[config.mk]
export PLATFORM = sky130hd
export DESIGN_NAME = multi_channel_accumulator
export DESIGN_NICKNAME = d
export VERILOG_FILES = /design/src/rtl/multi_channel_accumulator.sv
export SDC_FILE = /design/constraint.sdc
export NUM_CORES = 1
export LEC_CHECK = 0
export CAP_MARGIN = 20
export CORE_MARGIN = 2
export CORE_UTILIZATION = 35
export DETAILED_ROUTE_END_ITERATION = 16
export GPL_ROUTABILITY_DRIVEN = 0
export MAX_ROUTING_LAYER = met4
export PLACE_DENSITY_LB_ADDON = 0.25
export SYNTH_ARGS = -nofsm -noshare
export SYNTH_HDL_FRONTEND = slang
export SYNTH_SLANG_ARGS = --single-unit
[constraint.sdc]
create_clock -name clk -period 6.08 [get_ports clk]
set_input_delay 1.216 -clock clk [delete_from_list [all_inputs] [get_ports clk]]
set_output_delay 1.216 -clock clk [all_outputs]
set_load 0.01 [all_outputs]
[src/rtl/multi_channel_accumulator.sv]
// multi_channel_accumulator
//
// Sums CHANNELS unsigned words per accepted input beat and either forwards
// the beat sum (pass mode) or adds it into a running total (accumulate mode).
// Also counts applied beats and keeps a sticky overflow flag.
//
// Two-stage pipeline:
//   S1  registers the combinational channel sum plus the beat's mode/clear.
//   S2  is the output register: applies mode/clear, updates acc, count and
//       overflow, and presents the result on out_sum.
//
// Handshake (both sides): a transfer happens on a rising edge where valid
// and ready are both 1. The producer holds valid and payload until it sees
// ready. in_ready depends combinationally on out_ready so that a stalled
// pipeline refills on the same cycle the consumer accepts.
//
// Ports:
//   clk, rst        clock, synchronous active-high reset
//   in_valid        input beat present
//   in_ready        block can accept a beat (0 while rst=1)
//   in_data         CHANNELS*WIDTH bits, channel k at [k*WIDTH +: WIDTH]
//   in_mode         0 = pass beat sum, 1 = accumulate
//   in_clear        clear acc, count and overflow before applying this beat
//   out_valid       out_sum holds a result
//   out_ready       consumer accepts the result
//   out_sum         result (ACC_WIDTH bits)
//   sample_count    beats applied since reset or the last clear
//   overflow        sticky: accumulator wrapped or saturated
//
// ACC_WIDTH must be at least WIDTH + clog2(CHANNELS) so a beat sum never
// carries out of the accumulator width on its own.

module multi_channel_accumulator #(
  parameter int WIDTH     = 8,
  parameter int CHANNELS  = 4,
  parameter int ACC_WIDTH = 32,
  parameter int SATURATE  = 0,
  parameter int CNT_WIDTH = 16
) (
  input  logic                      clk,
  input  logic                      rst,
  input  logic                      in_valid,
  output logic                      in_ready,
  input  logic [CHANNELS*WIDTH-1:0] in_data,
  input  logic                      in_mode,
  input  logic                      in_clear,
  output logic                      out_valid,
  input  logic                      out_ready,
  output logic [ACC_WIDTH-1:0]      out_sum,
  output logic [CNT_WIDTH-1:0]      sample_count,
  output logic                      overflow
);

  // Stage 1 registers
  logic                 s1_valid;
  logic [ACC_WIDTH-1:0] s1_sum;
  logic                 s1_mode;
  logic                 s1_clear;

  // Running total, separate from out_sum because pass-mode beats must not
  // disturb it.
  logic [ACC_WIDTH-1:0] acc;

  logic                 in_fire;
  logic                 s1_advance;
  logic [ACC_WIDTH-1:0] beat_sum;

  logic [ACC_WIDTH-1:0] acc_base;
  logic [ACC_WIDTH:0]   acc_ext;
  logic                 acc_carry;
  logic [ACC_WIDTH-1:0] acc_res;

  // S2 can take S1's beat when it is empty or being drained this cycle.
  assign s1_advance = s1_valid & (~out_valid | out_ready);
  assign in_ready   = ~rst & (~s1_valid | s1_advance);
  assign in_fire    = in_valid & in_ready;

  // Channel adder, zero-extended to the accumulator width.
  always_comb begin
    beat_sum = '0;
    for (int k = 0; k < CHANNELS; k++) begin
      beat_sum = beat_sum + ACC_WIDTH'(in_data[k*WIDTH +: WIDTH]);
    end
  end

  // Accumulate path: one extra bit captures the carry that flags overflow.
  always_comb begin
    acc_base  = s1_clear ? '0 : acc;
    acc_ext   = {1'b0, acc_base} + {1'b0, s1_sum};
    acc_carry = acc_ext[ACC_WIDTH];
    if (acc_carry && (SATURATE != 0)) begin
      acc_res = '1;
    end else begin
      acc_res = acc_ext[ACC_WIDTH-1:0];
    end
  end

  // Stage 1
  always_ff @(posedge clk) begin
    if (rst) begin
      s1_valid <= 1'b0;
      s1_sum   <= '0;
      s1_mode  <= 1'b0;
      s1_clear <= 1'b0;
    end else begin
      if (in_fire) begin
        s1_valid <= 1'b1;
        s1_sum   <= beat_sum;
        s1_mode  <= in_mode;
        s1_clear <= in_clear;
      end else if (s1_advance) begin
        s1_valid <= 1'b0;
      end
    end
  end

  // Stage 2 / output stage. Every output register only changes on an
  // advance, which keeps them stable while the consumer stalls.
  always_ff @(posedge clk) begin
    if (rst) begin
      out_valid    <= 1'b0;
      out_sum      <= '0;
      acc          <= '0;
      sample_count <= '0;
      overflow     <= 1'b0;
    end else begin
      if (s1_advance) begin
        out_valid <= 1'b1;

        if (s1_clear) begin
          sample_count <= CNT_WIDTH'(1);
        end else begin
          sample_count <= sample_count + CNT_WIDTH'(1);
        end

        if (s1_mode) begin
          acc     <= acc_res;
          out_sum <= acc_res;
          // Clear wipes the old flag; a carry on this same beat sets it.
          overflow <= (overflow & ~s1_clear) | acc_carry;
        end else begin
          out_sum <= s1_sum;
          if (s1_clear) begin
            acc      <= '0;
            overflow <= 1'b0;
          end
        end
      end else if (out_ready) begin
        out_valid <= 1'b0;
      end
    end
  end

endmodule

### Word level (Yosys, flattened, before mapping)

Cells that the tools add are included.

| operators by class | value |
|---|---|
| add/subtract/negate cells | 5 |
| multiplexer cells | 10 |
| bitwise gates (word level) | 11 |
| reductions and logical operators | 4 |

Operators with widths:

| kind | number |
|---|---|
| $mux 32 | 3 |
| $add 32x32->33 | 1 |
| $add 16x1->16 const B | 1 |
| $mux 16 | 1 |
| $add 10x8->11 | 1 |
| $add 9x8->10 | 1 |
| $add 8x8->9 | 1 |
| $mux 1 | 6 |
| $reduce_bool 2->1 | 3 |
| $and 1x1->1 | 4 |
| $not 1->1 | 4 |
| $or 1x1->1 | 3 |
| $reduce_and 2->1 | 1 |

| storage, ports and cells | value |
|---|---|
| bits in registers | 117 |
| output and inout bits | 51 |
| word-level logic and storage cells | 39 |

### Depth between registers and ports, before layout

| logic depth | value |
|---|---|
| depth after elaboration | 7 |
| gate-level depth with buffers | 14 |
| gate-level depth less buffers | 14 |

### Least setup slack after synthesis

Ideal clock, no wire load.

| timing path | value |
|---|---|
| path type | input-to-reg |
| start point | in in_data[1] |
| end point | reg s1_sum[9] |
| arrival | 3.581 ns |
| path slack | 2.373 ns |
| stages | 14 |
| buffers on the path | 0 |
| cell sequence | inv_1 -> fa_1 -> inv_1 -> fa_1 -> ha_1 -> inv_1 -> fa_1 -> nor2b_1 -> o21ai_0 -> nand2b_1 -> a31o_2 -> a21o_1 -> a21oi_1 -> o21ai_1 |

| on the way | value |
|---|---|
| cells in the longest elaborated chain, start to end | 3 |

RTL lines:

| element | RTL line | RTL |
|---|---|---|
| from (decl) | 44 | `input logic [CHANNELS*WIDTH-1:0] in_data,` |
| $add 8x8->9 | 82 | `beat_sum = beat_sum + ACC_WIDTH'(in_data[k*WIDTH +: WIDTH]);` |
| $add 9x8->10 | 82 |  |
| $add 10x8->11 | 82 |  |
| to (signal assigned) | 108 | `s1_sum <= beat_sum;` |
| to (decl) | 56 | `logic [ACC_WIDTH-1:0] s1_sum;` |

No other way between the ends.
A chain may end at the register's enable or synchronous reset.

### Final worst setup path

| timing path | value |
|---|---|
| start point | in rst |
| end point | out in_ready |

| on the way | value |
|---|---|
| cells in the longest elaborated chain, start to end | 2 |

RTL lines:

| element | RTL line | RTL |
|---|---|---|
| from (decl) | 41 | `input logic rst,` |
| $not 1->1 | 75 | `assign in_ready = ~rst & (~s1_valid \| s1_advance);` |
| $and 1x1->1 | 75 |  |
| to (decl) | 43 | `output logic in_ready,` |

No other way between the ends.

==> results.ini <==
[timing]
whs_ns=0.445
finalCritPeriodShare_pct=68.2
max_freq_mhz=241
min_period_ns=4.15
tightestPinTransition_ns=0.755
maxSlewHeadroom_pct=49.3
setup-violations-final=0
rsz0062_at_grt=no
finalHoldViolCount=0
skew_ns=0.00790
drv_slew=0
finalSetupTns_ns=0

[grt]
grt_pass1_vias=4536
grt_pass1_wl_mm=21.5
antenna_found_initial=0
overflow=0
gr-usage-all-layers_pct=16.8
grt_start_max_net_pins=29

[power]
power.total_w=0.00155
p_clk_share_pct=36.6
power.switching_w=0.000428
seq_power_share_pct=43.3
switching_share_pct=27.6
max-vdd-ir-drop_mv=0.119
internal_power_w=0.00112
total_leakage_power_nw=2.60
pwr_density_cell_mw_per_mm2=236
p_comb_share_pct=20.1

[worst_setup_path]
path_class=input pin to primary output
crit_path_max_fanout=17
crit_chain=clkdlybuf4s50_1 -> buf_4 -> a21oi_1 -> clkdlybuf4s50_1
rrSetupSlack_ns=2.90
worstSetupStartpoint=rst
endpoint=in_ready
crit_path_start_kind=input pin
r2r-end=acc[12]
end_kind=primary output
r2r-start=s1_clear
cp_data_arrival_time_ns=2.93
required_ns=4.86
worstRegToRegCells=11
crit_top_cell=clkdlybuf4s50_1
cp_slowest_cell=clkdlybuf4s50_1
critPathMaxStageDelay_ns=0.61

[clocking]
cts.clk_slew.worst_paths_ns=0.06
clock-sinks=95
clk_latency_ns=0.35
cts_tree=yes
htree_levels=3
cts_made_buffers=9
post_cts_buffers=0
cts_root_buf=clkbuf_16
max-clock-path-buffers=2
cts_hold_buf=0
cts_resized=0

[die]
rows=44
die_h_um=126
dieArea_mm2=0.0159
pin_count=89
initial_core_util_pct=35.8
coreArea_mm2=0.0146
die_w_um=126

[placement]
dp_hpwl_mm=9.33
dp_cells=884
io_buffers=88

[final_layout]
drive_gt1_share_pct=4.33
area_growth_pct=25.6
fin_cells=900
final_nets=786
diodes=0

[synth]
synthCells=632
synth_cell_type_count=55
async_flop_share_pct=0
seq_area_frac_synth_pct=36.4
synth_seq_cells=95
synth_edf_count=0
syn_avg_cell_area_um2=8.28
syn_area_mm2=0.00523
syn_nets=707
ys.flop_type=dfxtp_1
yosys_warnings=0

[routing]
first_pass_iters=4
routed_wl_mm=12.7
antenna_left=0
vias_per_cell=5.18
vias=4662
drc=0
drtIter0Drc=235
routedWlPerCell_um=14.1

[min_path]
hp-class=flop to flop
min_from=out_sum[21]

[job]
drv_cap=0

[status]
status=complete, no violations

## per-stage QoR
step                      util, %  cell area (µm²)  setup slack, ns
after floorplan                 -             5230             2.37
after global placement       43.0             6270             1.79
after detailed placement     43.0             6270             1.73
after CTS                    45.0             6570             1.93
after global routing         45.0             6570             1.83
final                        45.0             6570             1.93
## kinds of logic after synthesis
family	after synthesis	share of synthesized area, %
AO/OA/AOI/OAI	150	17.7
buffers and inverters	66	5.00
XOR/XNOR	42	7.03
AND/OR/NAND/NOR	237	21.6
flip-flops	95	36.4
adder cells (fa/ha/maj)	37	11.3
multiplexers	5	1.00
## critical path: cells and delay by family
family / cells / cell delay, ns
buf+inv: 3 / 1.50
compound gates: 1 / 0.20
## layer usage
| metal | vias to the layer above | wire length, µm | track usage [%] |
|---|---|---|---|
| li1 | 2336 | - | - |
| met1 | 2193 | 5930 | 21.3 |
| met2 | 124 | 5930 | 27.2 |
| met3 | 9 | 689 | 2.89 |
| met4 | 0 | 170 | 6.01 |
| met5 | - | 0 | - |
## synth_stat cells, drive strengths merged, types with 2 or more instances
cell type  number  share of area [%]
o41ai           2               0.33
o2bb2ai         2               0.33
a22oi           7                1.0
o211ai          2               0.29
xnor2          23                3.9
nor2b          23                2.9
a22o            3               0.50
buf             7               0.77
fa             17                6.5
xor2           19                3.2
clkbuf         18                1.3
dfxtp          95                 36
inv            41                2.9
a221o           2               0.38
ha             20                4.8
o31ai           3               0.43
a31o            2               0.33
mux2            2               0.43
a211o           3               0.50
and2            6               0.72
nand4           8               0.96
nand2b          3               0.36
nor2           52                3.8
a211oi          5               0.81
or3             3               0.36
mux2i           3               0.57
nand3          30                3.0
o21ai          56                5.4
nand2          81                5.8
and3           17                2.0
nor4            3               0.36
a21o            9                1.3
a31oi           8               0.96
nor3            8               0.86
a21oi          37                3.5
## area by class of cell
cell class | count | area [µm²]
fill | 1411 | 8020
multi-input combinational | 471 | 3070
sequential | 95 | 1900
timing repair buffer | 93 | 918
clock buffer | 11 | 243
tap | 184 | 230
inverter | 41 | 154
clock inverter | 5 | 57.6
## cells in the final DEF, fill, tap and decap left out, types with 9 or more instances in the layout
cell and count:
nand3_1 29, o21ai_1 12, nor2_1 51, xor2_1 19, inv_1 41, clkbuf_16 9
and3_1 17, fa_1 17, dfxtp_1 95, nor2b_1 22, nand2_1 81, a21oi_1 37
xnor2_1 23, o21ai_0 44, clkdlybuf4s50_1 88, a21o_1 9, ha_1 20
## sequential cells by signal (all words and copies together) (netlist names)
name / flops
acc: 32
out_sum: 32
out_valid: 1
overflow: 1
s1_clear: 1
s1_mode: 1
s1_sum: 10
s1_valid: 1
sample_count: 16
## worst min path at each step
stage,end,cells past startpoint
2_1_floorplan,acc[8],2
3_3_place_gp,acc[8],2
3_5_place_dp,acc[8],2
4_1_cts,acc[8],2
5_1_grt,out_sum[19],2
6_report,out_sum[21],2
## power by group through the flow
| stage | registers [W] | logic [W] | clock network (W) |
|---|---|---|---|
| finish | 0.000672 | 0.000311 | 0.000568 |
| global route | 0.000675 | 0.000355 | 0.000602 |
| CTS | 0.000671 | 0.000315 | 0.000580 |
| detailed placement | 0.000686 | 0.000313 | 0 |
| global placement | 0.000685 | 0.000306 | 0 |
| floorplan | 0.000680 | 0.000221 | 0 |
Power figures use the tool's default switching activity.
